[config.mk]
export PLATFORM = sky130hd
export DESIGN_NAME = addsub_arbiter_flat
export DESIGN_NICKNAME = d
export VERILOG_FILES = /design/src/rtl/addsub_arbiter_if.sv /design/src/rtl/addsub_arbiter.sv /design/src/flat_wrapper.sv
export SDC_FILE = /design/constraint.sdc
export NUM_CORES = 1
export LEC_CHECK = 0
export BUFFER_PORTS_ARGS = -buffer_cell sky130_fd_sc_hd__buf_2
export CORE_ASPECT_RATIO = 1.4
export CORE_MARGIN = 2
export CORE_UTILIZATION = 54
export DETAILED_ROUTE_END_ITERATION = 7
export PLACE_DENSITY = 0.79
export SYNTH_ARGS = -nofsm -noshare
export SYNTH_HDL_FRONTEND = slang
export SYNTH_SLANG_ARGS = --single-unit
[constraint.sdc]
create_clock -name clk -period 3.6 [get_ports clk]
set_input_delay 0.54 -clock clk [delete_from_list [all_inputs] [get_ports clk]]
set_output_delay 0.54 -clock clk [all_outputs]
set_load 0.02 [all_outputs]
[src/rtl/addsub_arbiter_if.sv]
// ---------------------------------------------------------------------------
// addsub_arbiter_if
// Bundles the two requester ports and the response port of addsub_arbiter.
//
// Signals
//   req0_valid/ready, req0_a, req0_b, req0_sel : requester port 0
//   req1_valid/ready, req1_a, req1_b, req1_sel : requester port 1
//   rsp_valid/ready, rsp_id, rsp_sum, rsp_cout : result port
//   op_count                                   : completed responses, mod 256
//
// Modports
//   master : requesters and result consumer (drives valids/operands/rsp_ready)
//   slave  : the arbiter itself
// ---------------------------------------------------------------------------
interface addsub_arbiter_if;
    logic       req0_valid;
    logic       req0_ready;
    logic [3:0] req0_a;
    logic [3:0] req0_b;
    logic       req0_sel;

    logic       req1_valid;
    logic       req1_ready;
    logic [3:0] req1_a;
    logic [3:0] req1_b;
    logic       req1_sel;

    logic       rsp_valid;
    logic       rsp_ready;
    logic       rsp_id;
    logic [3:0] rsp_sum;
    logic       rsp_cout;
    logic [7:0] op_count;

    modport master (
        output req0_valid, req0_a, req0_b, req0_sel,
        output req1_valid, req1_a, req1_b, req1_sel,
        output rsp_ready,
        input  req0_ready, req1_ready,
        input  rsp_valid, rsp_id, rsp_sum, rsp_cout, op_count
    );

    modport slave (
        input  req0_valid, req0_a, req0_b, req0_sel,
        input  req1_valid, req1_a, req1_b, req1_sel,
        input  rsp_ready,
        output req0_ready, req1_ready,
        output rsp_valid, rsp_id, rsp_sum, rsp_cout, op_count
    );
endinterface

[src/rtl/addsub_arbiter.sv]
// ---------------------------------------------------------------------------
// addsub_arbiter
// Two requesters share one 4-bit adder/subtractor. At most one operation is
// in flight: IDLE grants a port and captures its operands, EXEC runs the
// datapath, RESP presents the result until the consumer takes it.
//
// Parameters
//   RR_EN : 1 = round-robin on ties, 0 = port 0 always wins ties
//
// Ports
//   clk  : clock, all state updates on the rising edge
//   rst  : synchronous active-high reset
//   bus  : addsub_arbiter_if.slave (request ports, response port, op_count)
// ---------------------------------------------------------------------------
module addsub_arbiter #(
    parameter bit RR_EN = 1'b1
) (
    input logic             clk,
    input logic             rst,
    addsub_arbiter_if.slave bus
);

    typedef enum logic [1:0] {
        IDLE = 2'd0,
        EXEC = 2'd1,
        RESP = 2'd2
    } state_t;

    state_t     state_q, state_d;
    logic [3:0] opa_q, opa_d;
    logic [3:0] opb_q, opb_d;
    logic       op_sel_q, op_sel_d;
    logic       op_id_q, op_id_d;
    logic [3:0] rsp_sum_q, rsp_sum_d;
    logic       rsp_cout_q, rsp_cout_d;
    logic       rsp_id_q, rsp_id_d;
    logic [7:0] op_count_q, op_count_d;
    logic       last_grant_q, last_grant_d;

    logic       any_valid;
    logic       grant_id;
    logic       req0_ready_c;
    logic       req1_ready_c;
    logic [4:0] dp_result;

    // Pick which port would win if we accept this cycle. On a tie the
    // round-robin variant favours the port that did not win last time;
    // last_grant resets to 1 so port 0 takes the very first tie.
    always_comb begin
        any_valid = bus.req0_valid | bus.req1_valid;
        grant_id  = 1'b0;
        if (bus.req0_valid && bus.req1_valid) begin
            grant_id = RR_EN ? ~last_grant_q : 1'b0;
        end else if (bus.req1_valid) begin
            grant_id = 1'b1;
        end
    end

    // Shared datapath: subtraction is A + ~B + 1, so cout=1 means no borrow.
    always_comb begin
        dp_result = {1'b0, opa_q}
                  + {1'b0, (opb_q ^ {4{op_sel_q}})}
                  + {4'b0000, op_sel_q};
    end

    // Next-state and handshake logic. Readies are only ever raised in IDLE
    // and are held low while rst is asserted so nothing is accepted into a
    // cycle that is about to be wiped.
    always_comb begin
        state_d      = state_q;
        opa_d        = opa_q;
        opb_d        = opb_q;
        op_sel_d     = op_sel_q;
        op_id_d      = op_id_q;
        rsp_sum_d    = rsp_sum_q;
        rsp_cout_d   = rsp_cout_q;
        rsp_id_d     = rsp_id_q;
        op_count_d   = op_count_q;
        last_grant_d = last_grant_q;
        req0_ready_c = 1'b0;
        req1_ready_c = 1'b0;

        case (state_q)
            IDLE: begin
                if (any_valid && !rst) begin
                    req0_ready_c = ~grant_id;
                    req1_ready_c = grant_id;
                    opa_d        = grant_id ? bus.req1_a   : bus.req0_a;
                    opb_d        = grant_id ? bus.req1_b   : bus.req0_b;
                    op_sel_d     = grant_id ? bus.req1_sel : bus.req0_sel;
                    op_id_d      = grant_id;
                    last_grant_d = grant_id;
                    state_d      = EXEC;
                end
            end
            EXEC: begin
                rsp_sum_d  = dp_result[3:0];
                rsp_cout_d = dp_result[4];
                rsp_id_d   = op_id_q;
                state_d    = RESP;
            end
            RESP: begin
                if (bus.rsp_ready) begin
                    op_count_d = op_count_q + 8'd1;
                    state_d    = IDLE;
                end
            end
            default: begin
                state_d = IDLE;
            end
        endcase
    end

    // State register. Reset aborts any in-flight operation outright.
    always_ff @(posedge clk) begin
        if (rst) begin
            state_q      <= IDLE;
            opa_q        <= 4'd0;
            opb_q        <= 4'd0;
            op_sel_q     <= 1'b0;
            op_id_q      <= 1'b0;
            rsp_sum_q    <= 4'd0;
            rsp_cout_q   <= 1'b0;
            rsp_id_q     <= 1'b0;
            op_count_q   <= 8'd0;
            last_grant_q <= 1'b1;
        end else begin
            state_q      <= state_d;
            opa_q        <= opa_d;
            opb_q        <= opb_d;
            op_sel_q     <= op_sel_d;
            op_id_q      <= op_id_d;
            rsp_sum_q    <= rsp_sum_d;
            rsp_cout_q   <= rsp_cout_d;
            rsp_id_q     <= rsp_id_d;
            op_count_q   <= op_count_d;
            last_grant_q <= last_grant_d;
        end
    end

    assign bus.req0_ready = req0_ready_c;
    assign bus.req1_ready = req1_ready_c;
    assign bus.rsp_valid  = (state_q == RESP);
    assign bus.rsp_sum    = rsp_sum_q;
    assign bus.rsp_cout   = rsp_cout_q;
    assign bus.rsp_id     = rsp_id_q;
    assign bus.op_count   = op_count_q;

endmodule

[src/flat_wrapper.sv]
// flat-port wrapper written by rule: the top's interface ports become plain ports
module addsub_arbiter_flat 
#(
    parameter bit RR_EN = 1'b1
)
  (clk, rst, bus_req0_valid, bus_req0_a, bus_req0_b, bus_req0_sel, bus_req1_valid, bus_req1_a, bus_req1_b, bus_req1_sel, bus_rsp_ready, bus_req0_ready, bus_req1_ready, bus_rsp_valid, bus_rsp_id, bus_rsp_sum, bus_rsp_cout, bus_op_count);
  addsub_arbiter_if bus_i ();
  input logic clk;
  input logic rst;
  input wire logic [$bits(bus_i.req0_valid)-1:0] bus_req0_valid;
  input wire logic [$bits(bus_i.req0_a)-1:0] bus_req0_a;
  input wire logic [$bits(bus_i.req0_b)-1:0] bus_req0_b;
  input wire logic [$bits(bus_i.req0_sel)-1:0] bus_req0_sel;
  input wire logic [$bits(bus_i.req1_valid)-1:0] bus_req1_valid;
  input wire logic [$bits(bus_i.req1_a)-1:0] bus_req1_a;
  input wire logic [$bits(bus_i.req1_b)-1:0] bus_req1_b;
  input wire logic [$bits(bus_i.req1_sel)-1:0] bus_req1_sel;
  input wire logic [$bits(bus_i.rsp_ready)-1:0] bus_rsp_ready;
  output wire logic [$bits(bus_i.req0_ready)-1:0] bus_req0_ready;
  output wire logic [$bits(bus_i.req1_ready)-1:0] bus_req1_ready;
  output wire logic [$bits(bus_i.rsp_valid)-1:0] bus_rsp_valid;
  output wire logic [$bits(bus_i.rsp_id)-1:0] bus_rsp_id;
  output wire logic [$bits(bus_i.rsp_sum)-1:0] bus_rsp_sum;
  output wire logic [$bits(bus_i.rsp_cout)-1:0] bus_rsp_cout;
  output wire logic [$bits(bus_i.op_count)-1:0] bus_op_count;
  assign bus_i.req0_valid = bus_req0_valid;
  assign bus_i.req0_a = bus_req0_a;
  assign bus_i.req0_b = bus_req0_b;
  assign bus_i.req0_sel = bus_req0_sel;
  assign bus_i.req1_valid = bus_req1_valid;
  assign bus_i.req1_a = bus_req1_a;
  assign bus_i.req1_b = bus_req1_b;
  assign bus_i.req1_sel = bus_req1_sel;
  assign bus_i.rsp_ready = bus_rsp_ready;
  assign bus_req0_ready = bus_i.req0_ready;
  assign bus_req1_ready = bus_i.req1_ready;
  assign bus_rsp_valid = bus_i.rsp_valid;
  assign bus_rsp_id = bus_i.rsp_id;
  assign bus_rsp_sum = bus_i.rsp_sum;
  assign bus_rsp_cout = bus_i.rsp_cout;
  assign bus_op_count = bus_i.op_count;
  addsub_arbiter #(.RR_EN(RR_EN)) u_core (.clk(clk), .rst(rst), .bus(bus_i));
endmodule
==> flow_summary.json <==
{
  "pre_cts_slack_ns": 1.32,
  "syn_avg_cell_area_sq_um": 8.60,
  "firstDrtPassIters": 4,
  "syn_to_final_growth_pct": 16.9,
  "cts_setup_buffers": 0,
  "layout_commonest_cell": "buf_2",
  "pwr-share-seq_pct": 55.5,
  "drt-initial-drc-count": 20,
  "grt_max_degree": 30,
  "drv_slew": 0,
  "clock_skew_ns": 0.00255,
  "max-vdd-ir-drop_mv": 0.231,
  "final_cell_mix": "buf_2 (39), dfxtp_1 (27), nand2_1 (26)",
  "synth_cell_type_count": 40,
  "critPathKind": "input port to primary output",
  "layout_setup_ws_ns": 1.31,
  "switchingPower_mw": 0.185,
  "io_pins": 40,
  "synth_edf_count": 0,
  "cts_hold_buffers": 0,
  "setup_tns_ns": 0,
  "arrival_ns": 1.75,
  "layout-drive-gt1-share_pct": 25.5,
  "end_kind": "primary output",
  "antenna_found_initial": 0,
  "seq_area_frac_synth_pct": 39.3,
  "die_area_sq_mm": 0.00297,
  "drc": 0,
  "min_from": "bus_req0_b[3]",
  "insertedDiodeCount": 0,
  "syn_nets": 189,
  "synthesis.area_sq_mm": 0.00138,
  "grtUsageTotal_pct": 20.8,
  "ctsResizeCount": 0,
  "dp_hpwl_mm": 2.15,
  "synth_largest_area_cell": "dfxtp_1",
  "worstMarginPinSlew_ns": 0.560,
  "die_h_um": 63.7,
  "setup_viol_count_final": 0,
  "synth.area.top_cells": "dfxtp_1 (39%), a21oi_1 (7.3%), nand2_1 (7.1%)",
  "cp.required_ns": 3.06,
  "max-slew-margin-rel_pct": 62.5,
  "r2r-start": "u_core.op_sel_q",
  "p_clk_share_pct": 21.4,
  "final.min_clock_period_ns": 2.29,
  "path_clk_slew_ns": 0.14,
  "cts_made_buffers": 3,
  "chipWidth_um": 46.7,
  "power_density_mw_per_mm2": 379,
  "critPathLaunchType": "input port",
  "nets": 226,
  "p_int_mw": 0.425,
  "synth-main-ff-cell": "dfxtp_1",
  "root_buffer": "clkbuf_4",
  "hold_path_class": "input port to flip-flop",
  "rsz0062_at_grt": "no",
  "wl_per_cell_um": 12.0,
  "cp-startpoint": "rst",
  "drtAntennaViolNets": 0,
  "rows": 21,
  "syn_inst": 160,
  "fin_crit_sh_pct": 63.6,
  "cts_tree": "built",
  "numPortBuffers": 39,
  "synth_seq_cells": 27,
  "hold_viol_final": 0,
  "synthArstFlopShare_pct": 0,
  "clock_sinks": 27,
  "vias": 1277,
  "status": "finished, final reports clean",
  "clk_latency_ns": 0.32,
  "vias_per_cell": 5.55,
  "core_sq_mm": 0.00242,
  "path_max_fanout": 29,
  "yosysTopAreaCellShare_pct": 39.3,
  "finalWirelength_mm": 2.76,
  "grt_pass1_vias": 1132,
  "leakage_nw": 0.723,
  "max_freq_mhz": 437,
  "initial_core_util_pct": 56.9,
  "yosysWarnings": 0,
  "gp_congestion": 0.779,
  "htreeDepth": 1,
  "p_sw_share_pct": 30.3,
  "clockBufferDepth": 2,
  "gr-total-overflow": 0,
  "comb_power_share_pct": 23.1,
  "drv_cap": 0,
  "grt_pass1_wl_mm": 4.73
}
## stage by stage
stage	area, sq um	util [%]	std cells	power, mW	hold slack, ns
floorplan	1380	-	160	0.446	0.428
global placement	1580	65.5	226	0.482	0.441
detailed placement	1580	65.5	226	0.486	0.451
CTS	1610	66.6	230	0.614	0.456
global route	1610	66.6	230	0.648	0.455
finish	1610	66.6	230	0.610	0.461
## cell usage after synthesis (all sizes together) (2+ instances only)
| cell | count |
|---|---|
| a211oi | 2 |
| a21oi | 20 |
| a311oi | 9 |
| buf | 5 |
| clkbuf | 3 |
| dfxtp | 27 |
| ha | 5 |
| inv | 5 |
| mux2i | 2 |
| nand2 | 26 |
| nand2b | 2 |
| nand3 | 6 |
| nor2 | 8 |
| nor2b | 5 |
| nor3 | 2 |
| o21ai | 5 |
| o31ai | 3 |
| or3 | 2 |
| or4 | 3 |
| xnor2 | 2 |
| xor2 | 4 |
## flip-flops by register name, summed over array words and instances, names as in the netlist
signal               cells
u_core.bus.op_count      8
u_core.bus.rsp_cout      1
u_core.bus.rsp_id        1
u_core.bus.rsp_sum       4
u_core.last_grant_q      1
u_core.op_id_q           1
u_core.op_sel_q          1
u_core.opa_q             4
u_core.opb_q             4
u_core.state_q           2
## kinds of logic after synthesis
logic type / count (synthesis) / synth area share (%)
flip-flops: 27 / 39.3
adder cells (fa/ha/maj): 6 / 6.00
XOR/XNOR: 6 / 3.82
AO/OA/AOI/OAI: 44 / 20.6
multiplexers: 3 / 2.27
AND/OR/NAND/NOR: 61 / 23.8
buffers and inverters: 13 / 4.18
## final timing paths
kind	endpoint	slack, ns	cells after the start
worst max-delay path	bus_req1_ready	1.31	5
worst max register to register	u_core.bus.rsp_sum[3]	1.75	5
worst min register to register	u_core.bus.rsp_id	0.46	2
worst min-delay path	u_core.opb_q[3]	0.46	3
## per-layer routing
metal / routed length (um) / GRT usage, %
met1: 1210 / 25.6
met2: 1390 / 35.6
met3: 123 / 3.39
met4: 31 / 6.25
met5: 0 / 0
## power groups by stage
| stage | registers [mW] | clock network, mW | logic (mW) |
|---|---|---|---|
| after global placement | 0.344 | 0 | 0.138 |
| after CTS | 0.338 | 0.133 | 0.142 |
| after floorplan | 0.348 | 0 | 0.0987 |
| after detailed placement | 0.345 | 0 | 0.141 |
| final | 0.338 | 0.131 | 0.141 |
| after global routing | 0.341 | 0.146 | 0.160 |
## critical path, stage by stage
cell     delay, ns
buf_2         0.26
nor3_2        0.49
nand3_1       0.21
inv_1         0.08
buf_2         0.16
## layout make-up
type / count / area, sq um
multi-input cells: 120 / 778
clock buffers: 4 / 26.3
fillers: 232 / 808
well taps: 34 / 42.5
inverters: 5 / 18.8
flip-flops and latches: 27 / 541
repair buffers: 40 / 203
Power figures use the tool's default switching activity.
